[src/rtl/morse_char_assembler_pkg.sv]
// -----------------------------------------------------------------------------
// morse_char_assembler_pkg
// Shared definitions for the Morse character assembler and its lookup table:
// ASCII constants, symbol field widths and the assembler state encoding.
// -----------------------------------------------------------------------------
package morse_char_assembler_pkg;

    localparam logic [7:0] ASCII_SPACE   = 8'h20;
    localparam logic [7:0] ASCII_UNKNOWN = 8'h3F;

    localparam int MORSE_LEN_W = 3;
    localparam int MORSE_PAT_W = 5;

    typedef enum logic {
        COLLECT    = 1'b0,
        EMIT_SPACE = 1'b1
    } state_t;

endpackage

[src/rtl/morse_lut.sv]
// -----------------------------------------------------------------------------
// morse_lut
// Purely combinational map of a Morse symbol to ASCII. The pattern holds one
// bit per element (dot = 0, dash = 1) with the first element at bit len-1.
// Ports:
//   len     in   3  number of elements in the symbol
//   pattern in   5  element bits, right-aligned
//   ascii   out  8  A-Z / 0-9, or '?' for any unassigned code
// -----------------------------------------------------------------------------
module morse_lut
    import morse_char_assembler_pkg::*;
(
    input  logic [MORSE_LEN_W-1:0] len,
    input  logic [MORSE_PAT_W-1:0] pattern,
    output logic [7:0]             ascii
);

    always_comb begin
        // NOTE: ascii gets a default before the case so an unlisted code
        // cannot leave it unassigned and infer a latch.
        ascii = ASCII_UNKNOWN;
        case ({len, pattern})
            {3'd2, 5'b00001}: ascii = 8'h41; // A .-
            {3'd4, 5'b01000}: ascii = 8'h42; // B -...
            {3'd4, 5'b01010}: ascii = 8'h43; // C -.-.
            {3'd3, 5'b00100}: ascii = 8'h44; // D -..
            {3'd1, 5'b00000}: ascii = 8'h45; // E .
            {3'd4, 5'b00010}: ascii = 8'h46; // F ..-.
            {3'd3, 5'b00110}: ascii = 8'h47; // G --.
            {3'd4, 5'b00000}: ascii = 8'h48; // H ....
            {3'd2, 5'b00000}: ascii = 8'h49; // I ..
            {3'd4, 5'b00111}: ascii = 8'h4A; // J .---
            {3'd3, 5'b00101}: ascii = 8'h4B; // K -.-
            {3'd4, 5'b00100}: ascii = 8'h4C; // L .-..
            {3'd2, 5'b00011}: ascii = 8'h4D; // M --
            {3'd2, 5'b00010}: ascii = 8'h4E; // N -.
            {3'd3, 5'b00111}: ascii = 8'h4F; // O ---
            {3'd4, 5'b00110}: ascii = 8'h50; // P .--.
            {3'd4, 5'b01101}: ascii = 8'h51; // Q --.-
            {3'd3, 5'b00010}: ascii = 8'h52; // R .-.
            {3'd3, 5'b00000}: ascii = 8'h53; // S ...
            {3'd1, 5'b00001}: ascii = 8'h54; // T -
            {3'd3, 5'b00001}: ascii = 8'h55; // U ..-
            {3'd4, 5'b00001}: ascii = 8'h56; // V ...-
            {3'd3, 5'b00011}: ascii = 8'h57; // W .--
            {3'd4, 5'b01001}: ascii = 8'h58; // X -..-
            {3'd4, 5'b01011}: ascii = 8'h59; // Y -.--
            {3'd4, 5'b01100}: ascii = 8'h5A; // Z --..
            {3'd5, 5'b11111}: ascii = 8'h30; // 0 -----
            {3'd5, 5'b01111}: ascii = 8'h31; // 1 .----
            {3'd5, 5'b00111}: ascii = 8'h32; // 2 ..---
            {3'd5, 5'b00011}: ascii = 8'h33; // 3 ...--
            {3'd5, 5'b00001}: ascii = 8'h34; // 4 ....-
            {3'd5, 5'b00000}: ascii = 8'h35; // 5 .....
            {3'd5, 5'b10000}: ascii = 8'h36; // 6 -....
            {3'd5, 5'b11000}: ascii = 8'h37; // 7 --...
            {3'd5, 5'b11100}: ascii = 8'h38; // 8 ---..
            {3'd5, 5'b11110}: ascii = 8'h39; // 9 ----.
            default:          ascii = ASCII_UNKNOWN;
        endcase
    end

endmodule

[src/rtl/morse_char_assembler.sv]
// -----------------------------------------------------------------------------
// morse_char_assembler
// Collects dot/dash pulses into a symbol, closes it on a letter or word gap,
// translates it to ASCII and queues it in a small FIFO. A word gap also queues
// a space one cycle after the letter.
// Ports:
//   clk        in   1  system clock
//   reset      in   1  asynchronous, active-high reset
//   dot, dash  in   1  single-cycle element pulses
//   lg, wg     in   1  single-cycle letter-gap / word-gap pulses
//   char_data  out  8  ASCII at the FIFO head (0 while empty)
//   char_valid out  1  FIFO not empty
//   char_ready in   1  consumer pops when char_valid & char_ready
//   overflow   out  1  sticky: a character was dropped on a full FIFO
// -----------------------------------------------------------------------------
module morse_char_assembler
    import morse_char_assembler_pkg::*;
#(
    parameter int FIFO_DEPTH   = 4,
    parameter int MAX_ELEMENTS = 5
) (
    input  logic       clk,
    input  logic       reset,
    input  logic       dot,
    input  logic       dash,
    input  logic       lg,
    input  logic       wg,
    output logic [7:0] char_data,
    output logic       char_valid,
    input  logic       char_ready,
    output logic       overflow
);

    localparam int AW = $clog2(FIFO_DEPTH);
    localparam logic [MORSE_LEN_W-1:0] LEN_MAX    = MORSE_LEN_W'(MAX_ELEMENTS);
    localparam logic [AW:0]            FULL_COUNT = (AW+1)'(FIFO_DEPTH);

    state_t                 state, state_next;
    logic [MORSE_LEN_W-1:0] len, len_next, base_len;
    logic [MORSE_PAT_W-1:0] pattern, pattern_next, base_pat;
    logic                   too_long, too_long_next, base_too_long;
    logic [7:0]             lut_ascii, letter;
    logic                   gap_close, push_en;
    logic [7:0]             push_data;

    logic [7:0]    mem [FIFO_DEPTH];
    logic [AW-1:0] rd_ptr, wr_ptr;
    logic [AW:0]   count;
    logic          pop, full, push_ok;

    morse_lut u_lut (
        .len     (len),
        .pattern (pattern),
        .ascii   (lut_ascii)
    );

    assign letter = too_long ? ASCII_UNKNOWN : lut_ascii;

    always_comb begin
        state_next = state;
        gap_close  = 1'b0;
        push_en    = 1'b0;
        push_data  = letter;

        case (state)
            COLLECT: begin
                if ((lg || wg) && len != '0) begin
                    gap_close = 1'b1;
                    push_en   = 1'b1;
                    if (wg) state_next = EMIT_SPACE;
                end
            end
            EMIT_SPACE: begin
                push_en    = 1'b1;
                push_data  = ASCII_SPACE;
                state_next = COLLECT;
            end
        endcase

        // A gap on this edge closes the old symbol first, so an element
        // arriving together with it starts a fresh symbol.
        base_len      = gap_close ? '0   : len;
        base_pat      = gap_close ? '0   : pattern;
        base_too_long = gap_close ? 1'b0 : too_long;

        len_next      = base_len;
        pattern_next  = base_pat;
        too_long_next = base_too_long;
        if (dot || dash) begin
            if (base_len == LEN_MAX) begin
                too_long_next = 1'b1;
            end else begin
                len_next     = base_len + 1'b1;
                pattern_next = {base_pat[MORSE_PAT_W-2:0], dash};
            end
            // Both pulses at once is illegal: recorded as a dash, decodes to '?'.
            if (dot && dash) too_long_next = 1'b1;
        end
    end

    assign pop        = char_valid & char_ready;
    assign full       = (count == FULL_COUNT);
    assign push_ok    = push_en & (~full | pop);
    assign char_valid = (count != '0);
    assign char_data  = char_valid ? mem[rd_ptr] : 8'h00;

    // NOTE: state is updated with non-blocking assignments so every register
    // samples the pre-edge values, independent of statement order.
    always_ff @(posedge clk or posedge reset) begin
        if (reset) begin
            state    <= COLLECT;
            len      <= '0;
            pattern  <= '0;
            too_long <= 1'b0;
            rd_ptr   <= '0;
            wr_ptr   <= '0;
            count    <= '0;
            overflow <= 1'b0;
        end else begin
            state    <= state_next;
            len      <= len_next;
            pattern  <= pattern_next;
            too_long <= too_long_next;
            if (push_ok) wr_ptr <= wr_ptr + 1'b1;
            if (pop)     rd_ptr <= rd_ptr + 1'b1;
            if (push_ok && !pop)      count <= count + 1'b1;
            else if (!push_ok && pop) count <= count - 1'b1;
            if (push_en && full && !pop) overflow <= 1'b1;
        end
    end

    // NOTE: the storage array has no reset; stale entries are never visible
    // because char_data is forced to zero whenever the FIFO is empty.
    always_ff @(posedge clk) begin
        if (push_ok) mem[wr_ptr] <= push_data;
    end

endmodule

[config.mk]
export PLATFORM = sky130hd
export DESIGN_NAME = morse_char_assembler
export DESIGN_NICKNAME = d
export VERILOG_FILES = /design/src/rtl/morse_char_assembler_pkg.sv /design/src/rtl/morse_lut.sv /design/src/rtl/morse_char_assembler.sv
export SDC_FILE = /design/constraint.sdc
export NUM_CORES = 1
export LEC_CHECK = 0
export CORE_AREA = 2 2 80 82
export CTS_CLUSTER_SIZE = 12
export DETAILED_ROUTE_END_ITERATION = 16
export DIE_AREA = 0 0 82 84
export HOLD_SLACK_MARGIN = 0.15
export PLACE_DENSITY = 0.75
export SYNTH_ARGS = -nofsm -noshare
export SYNTH_HDL_FRONTEND = slang
export SYNTH_HIERARCHICAL = 1
export SYNTH_SLANG_ARGS = --single-unit
[constraint.sdc]
create_clock -name clk -period 2.35 [get_ports clk]
set_input_delay 0.3525 -clock clk [delete_from_list [all_inputs] [get_ports clk]]
set_output_delay 0.3525 -clock clk [all_outputs]
set_load 0.005 [all_outputs]
# Yosys cells after proc, flatten, opt, wreduce, memory -nomap -nowiden
# Memory sizes are Yosys's and may differ from the RTL's.
# Index checks and enable logic that the tools add are counted.
# W data, S select, Z words.
# totals
ff_bits,18
ramBits,32
input_bits,7
output_inout_bits,10
n_memories,1
# memory_table
memory,words,width,read_ports,rd_ports_with_merged_regs,write_ports,line,text
mem,4,8,1,0,1,morse_char_assembler.sv:46,logic [7:0] mem [FIFO_DEPTH];
# op_classes
add_sub_neg,5
eq_ne,38
mux,24
bitwise,5
reduce_logical,13
# op_table
operator,count
$pmux W7 S36,1
$eq A8 B8 Y1 const B,22
$eq A8 B7 Y1 const B,12
$mux W8,3
$eq A8 B6 Y1 const B,2
$mux W3,5
$mux W5,3
$mux W1,10
$add A3 B1 Y3 const B,2
$eq A3 B3 Y1 const B,2
$logic_and A1 B1 Y1,6
$reduce_bool A3 Y1,2
$add A2 B1 Y2 const B,2
$pmux W1 S2,2
$sub A3 B1 Y3 const B,1
$and A1 B1 Y1,2
$logic_not A1 Y1,2
$logic_or A1 B1 Y1,2
$not A1 Y1,2
$reduce_bool A2 Y1,1
$or A1 B1 Y1,1

# Logic depth before layout (Yosys ltp)
# logic_depth
word_depth,9
depth_mapped,10

# Hierarchy
# The synthesis kept the hierarchy.
# modules_own_cells
module,instances,cells_per_inst,area_per_inst_um2,seq_area_each_um2
morse_char_assembler,1,156,2308.5,1411.4
morse_lut,1,133,903.4,0.0

# Worst setup path before layout
# No wires, ideal clock.
# synth_path
kind,register to register
startpoint,register len[0]
endpoint,"memory mem[0][4], data pin"
setup_ps,260
arrival_time_ps,1917
t_required_ps,2090
slack_ps,173
stages_incl_launch_ff,9
path_buffers,1
cell_sequence,dfrtp_1 -> buf_4 -> nand4b_1 -> or4_1 -> nand4_1 -> and4b_4 -> a2111o_1 -> nor2_1 -> nor2_1
# synth_between
elab_chain_cells,4
# synth_rtl
element,line,text
start: declaration,morse_char_assembler.sv:39,"logic [MORSE_LEN_W-1:0] len, len_next, base_len;"
start signal: assignment,morse_char_assembler.sv:121,len <= len_next;
"$eq A8 B8 Y1, or another cell as far along",morse_lut.sv:22,"case ({len, pattern})"
$pmux W7 S36 (*),morse_lut.sv:22,
net lut_ascii[4],morse_char_assembler.sv:42,"logic [7:0] lut_ascii, letter;"
$mux W8 (*),morse_char_assembler.sv:57,assign letter = too_long ? ASCII_UNKNOWN : lut_ascii;
$mux W8 (*),morse_char_assembler.sv:65,case (state)
net push_data[4],morse_char_assembler.sv:44,logic [7:0] push_data;
end: declaration,morse_char_assembler.sv:46,
# Mark *: on every way through the listed nets, which the timed path passes. The rest lies on a longest branch.

# Worst setup path in the final report
# layout_path
startpoint,register len[2]
endpoint,"memory mem[1][4], data pin"
# The elaborated chain is that of the path after synthesis.

==> metrics.txt <==
status complete, no violations; share of cells above drive strength 1 between 20% and 30%; Crit-path slowest cell dfrtp_2; Post-synth ARST share between 30 and 40%; Via-to-Cell Ratio 6.140; number of port buffers 16; setup_tns 0 ns; Ant. Diodes 0; MaxCap Viol Count 0; most frequent cells in the layout edfxtp_1, buf_4, nor2_1; Synth Area per Inst 11.11 sq um; H-tree Lvls 2; WHS 0.4605 ns; CTS tree built; max-slew violations 0; Clock power frac 13.8%; Post-DP HPWL 5.326 mm; CP Data Required Time approximately 2.4 ns; buffers and inverters on the worst path 1; Peak VDD IR between 0.8 and 0.9 mV; I/O pins 17; final net count 336; Chip Height 84 um; Post-synth EDFFs 32; worst-case clock buffer depth 2; Crit path largest cell delay 0.50 ns; Core Box Area roughly 6100 sq um; crit share post-route a little over nine tenths; Worst Slack Setup Final roughly 0.053 ns; PwrDens ~1100 nW/um^2; # rows 29; GRT Overall Usage roughly 22%; final wirelength around 7 mm; final instance area slightly below 4000 sq um; starting density of the core between 50% and 60%; grt total ovfl 0; Logic pwr share around half; WL per Instance 17.99 um; crit path from len[2]; post-synth net total about 300; flop and latch count out of synthesis 50; R2R Path Start len[2]; Startpoint Class register; Hold Vio Cnt, Final 0; final setup vio count 0; sequential area share after synthesis between 40% and 50%; Syn. warnings 6; Slew @ Worst Pin 0.7182 ns; Placed Area between 3000 and 4000 sq um; CTS Sinks 50; leading cell type in the layout, fill and taps excluded edfxtp_1; number of antenna violations at the first check in global routing 0; Crit path top cell by count nor2_2; CP delay by family, top simple AND/OR/NAND/NOR gates; Vias ~2500; CTS root buf clkbuf_8; Final Core Density a little under two thirds; switching share of power a little over a third; # hold bufs at CTS 0; RSZ-0062 raised after global routing yes; first-pass GRT wire length 11.84 mm; Initial DRC Count around 170; CP Max Fanout 12; dominant synthesized flop cell edfxtp_1; Clk Latency, worst-skew pair around 0.3 ns; Die Span X approximately 82 um; die area 6888 sq um; dpl ws -0.02830 ns; Critical Path, Cell by Cell buf_4 -> nor4bb_1 -> o2111a_1 -> nor2_1 -> and4b_4 -> a2111o_1 -> nor2_2 -> nor2_2; Lkg Pwr ~1.5 nW; Slew headroom between 50% and 60%; Tightest Hold Check Type primary input to asynchronous set/reset pin; pin count of the biggest net entering global routing 23; worst path arrival time between 2 and 2.5 ns; Peak Freq between 0.4 and 0.5 GHz; DRC errors left 0; Final ANT Viol Nets 0; Setup Skew 0.008046 ns; cell internal pwr ~0.0028 W; Final Wtd Congestion between 0.9 and 1; DRT Pass-1 Iters 4; Post-Syn Instances just under 300; clock-pin slew on the worst setup and hold paths ~0.1 ns; Cell Area, Synth 3212 sq um; type of destination of the critical path register; total CTS buffers 5; Syn-to-layout area delta 20.61%; count of different cell masters after synthesis 75; Tmin final ~2.3 ns; Sequential Power Share 35.2%; Crit Path Category register to register; vias in the first global route ~2400; switching power ~0.0016 W
power by group through the flow:
stage | Sequential [W] | Combinational [W] | Clock [W]
global placement | 0.00153 | 0.00210 | 0
detailed placement | 0.00155 | 0.00217 | 0
global route | 0.00158 | 0.00245 | 0.000649
floorplan | 0.00145 | 0.00144 | 0
CTS | 0.00154 | 0.00220 | 0.000613
finish | 0.00155 | 0.00224 | 0.000604
stage by stage:
step,cells,power [W]
finish,400,0.004392
global placement,390,0.003628
global route,400,0.004684
floorplan,289,0.002893
CTS,398,0.004353
detailed placement,390,0.003722
repair_timing:
action,CTS,global route
endpoints found under the hold margin,0,0
buffers inserted,0,2
endpoints found under the setup margin,18,34
gates resized for setup,5,30
cloned,0,0
pin swaps,0,6
cell type report:
| type | count | area [sq um] |
|---|---|---|
| tap | 77 | 96.34 |
| clock buffer | 5 | 68.82 |
| timing repair buffer | 52 | 509.2 |
| sequential | 50 | 1419 |
| multi-input combinational | 199 | 1684 |
| fill | 486 | 2222 |
| inverter | 14 | 52.55 |
| clock inverter | 3 | 43.79 |
kinds of logic after synthesis:
kind of cell,count (synthesis),synth area share [%]
AND/OR/NAND/NOR,113,22.63
AO/OA/AOI/OAI,55,13.95
flip-flops,50,43.94
buffers and inverters,40,6.155
multiplexers,16,8.336
adder cells (fa/ha/maj),7,2.961
XOR/XNOR,7,1.909
other,1,0.1168
Yosys cell counts, types with 3 or more instances:
| library cell | number | area share (%) |
|---|---|---|
| edfxtp_1 | 32 | 30 |
| nor2_1 | 27 | 3.2 |
| dfrtp_1 | 18 | 14 |
| buf_2 | 16 | 2.5 |
| and2_1 | 14 | 2.7 |
| inv_1 | 14 | 1.6 |
| nand2_1 | 10 | 1.2 |
| mux4_2 | 8 | 5.6 |
| ha_1 | 6 | 2.3 |
| nor2b_1 | 6 | 1.2 |
| a31oi_1 | 5 | 0.97 |
| mux2i_1 | 5 | 1.6 |
| nand2b_1 | 5 | 0.97 |
| nor3_1 | 5 | 0.78 |
| nor4_1 | 5 | 0.97 |
| a211oi_1 | 4 | 0.93 |
| a21oi_1 | 4 | 0.62 |
| clkbuf_1 | 4 | 0.47 |
| nand3_1 | 4 | 0.62 |
| nor3b_1 | 4 | 0.93 |
| o211ai_1 | 4 | 0.93 |
| xnor2_1 | 4 | 1.1 |
| and3_1 | 3 | 0.58 |
| buf_4 | 3 | 0.70 |
| nand4_1 | 3 | 0.58 |
| nor4b_1 | 3 | 0.82 |
| nor4bb_1 | 3 | 0.93 |
| o21ai_0 | 3 | 0.47 |
| o221ai_1 | 3 | 0.82 |
| o22ai_1 | 3 | 0.58 |
| o31a_1 | 3 | 0.82 |
| o32ai_1 | 3 | 0.82 |
| xor2_1 | 3 | 0.82 |
state kept, by name, indices dropped and copies added, names as in the netlist:
register / cells
wr_ptr: 2
rd_ptr: 2
overflow: 1
mem: 32
pattern: 5
state: 1
too_long: 1
count: 3
len: 3
path summary, 6_finish.rpt:
kind                             end  slack [ns]  depth (start not counted)
max in group asynchronous     len[2]        1.39                          2
setup reg to reg           mem[1][4]        0.05                          8
hold reg to reg             overflow        0.49                          1
hold / removal                 state        0.46                          2
setup / recovery           mem[1][4]        0.05                          8
min in group clk            overflow        0.49                          1
metal layers:
| metal | up-vias | part of all wire (%) | global-route usage [%] |
|---|---|---|---|
| met4 | 0 | 0.85 | 6.061 |
| met1 | 1206 | 43 | 30.29 |
| met2 | 77 | 52 | 37.40 |
| met3 | 6 | 4.1 | 3.030 |
| met5 | - | 0 | 0 |
| li1 | 1167 | - | - |
worst register-to-register path, delay by kind of cell (launching register included):
kind | cells | cell delay (ns)
flops | 1 | 0.50
compound gates | 2 | 0.63
buf+inv | 1 | 0.22
simple gates | 5 | 0.71
No activity file was read; power rests on OpenSTA's default activity.
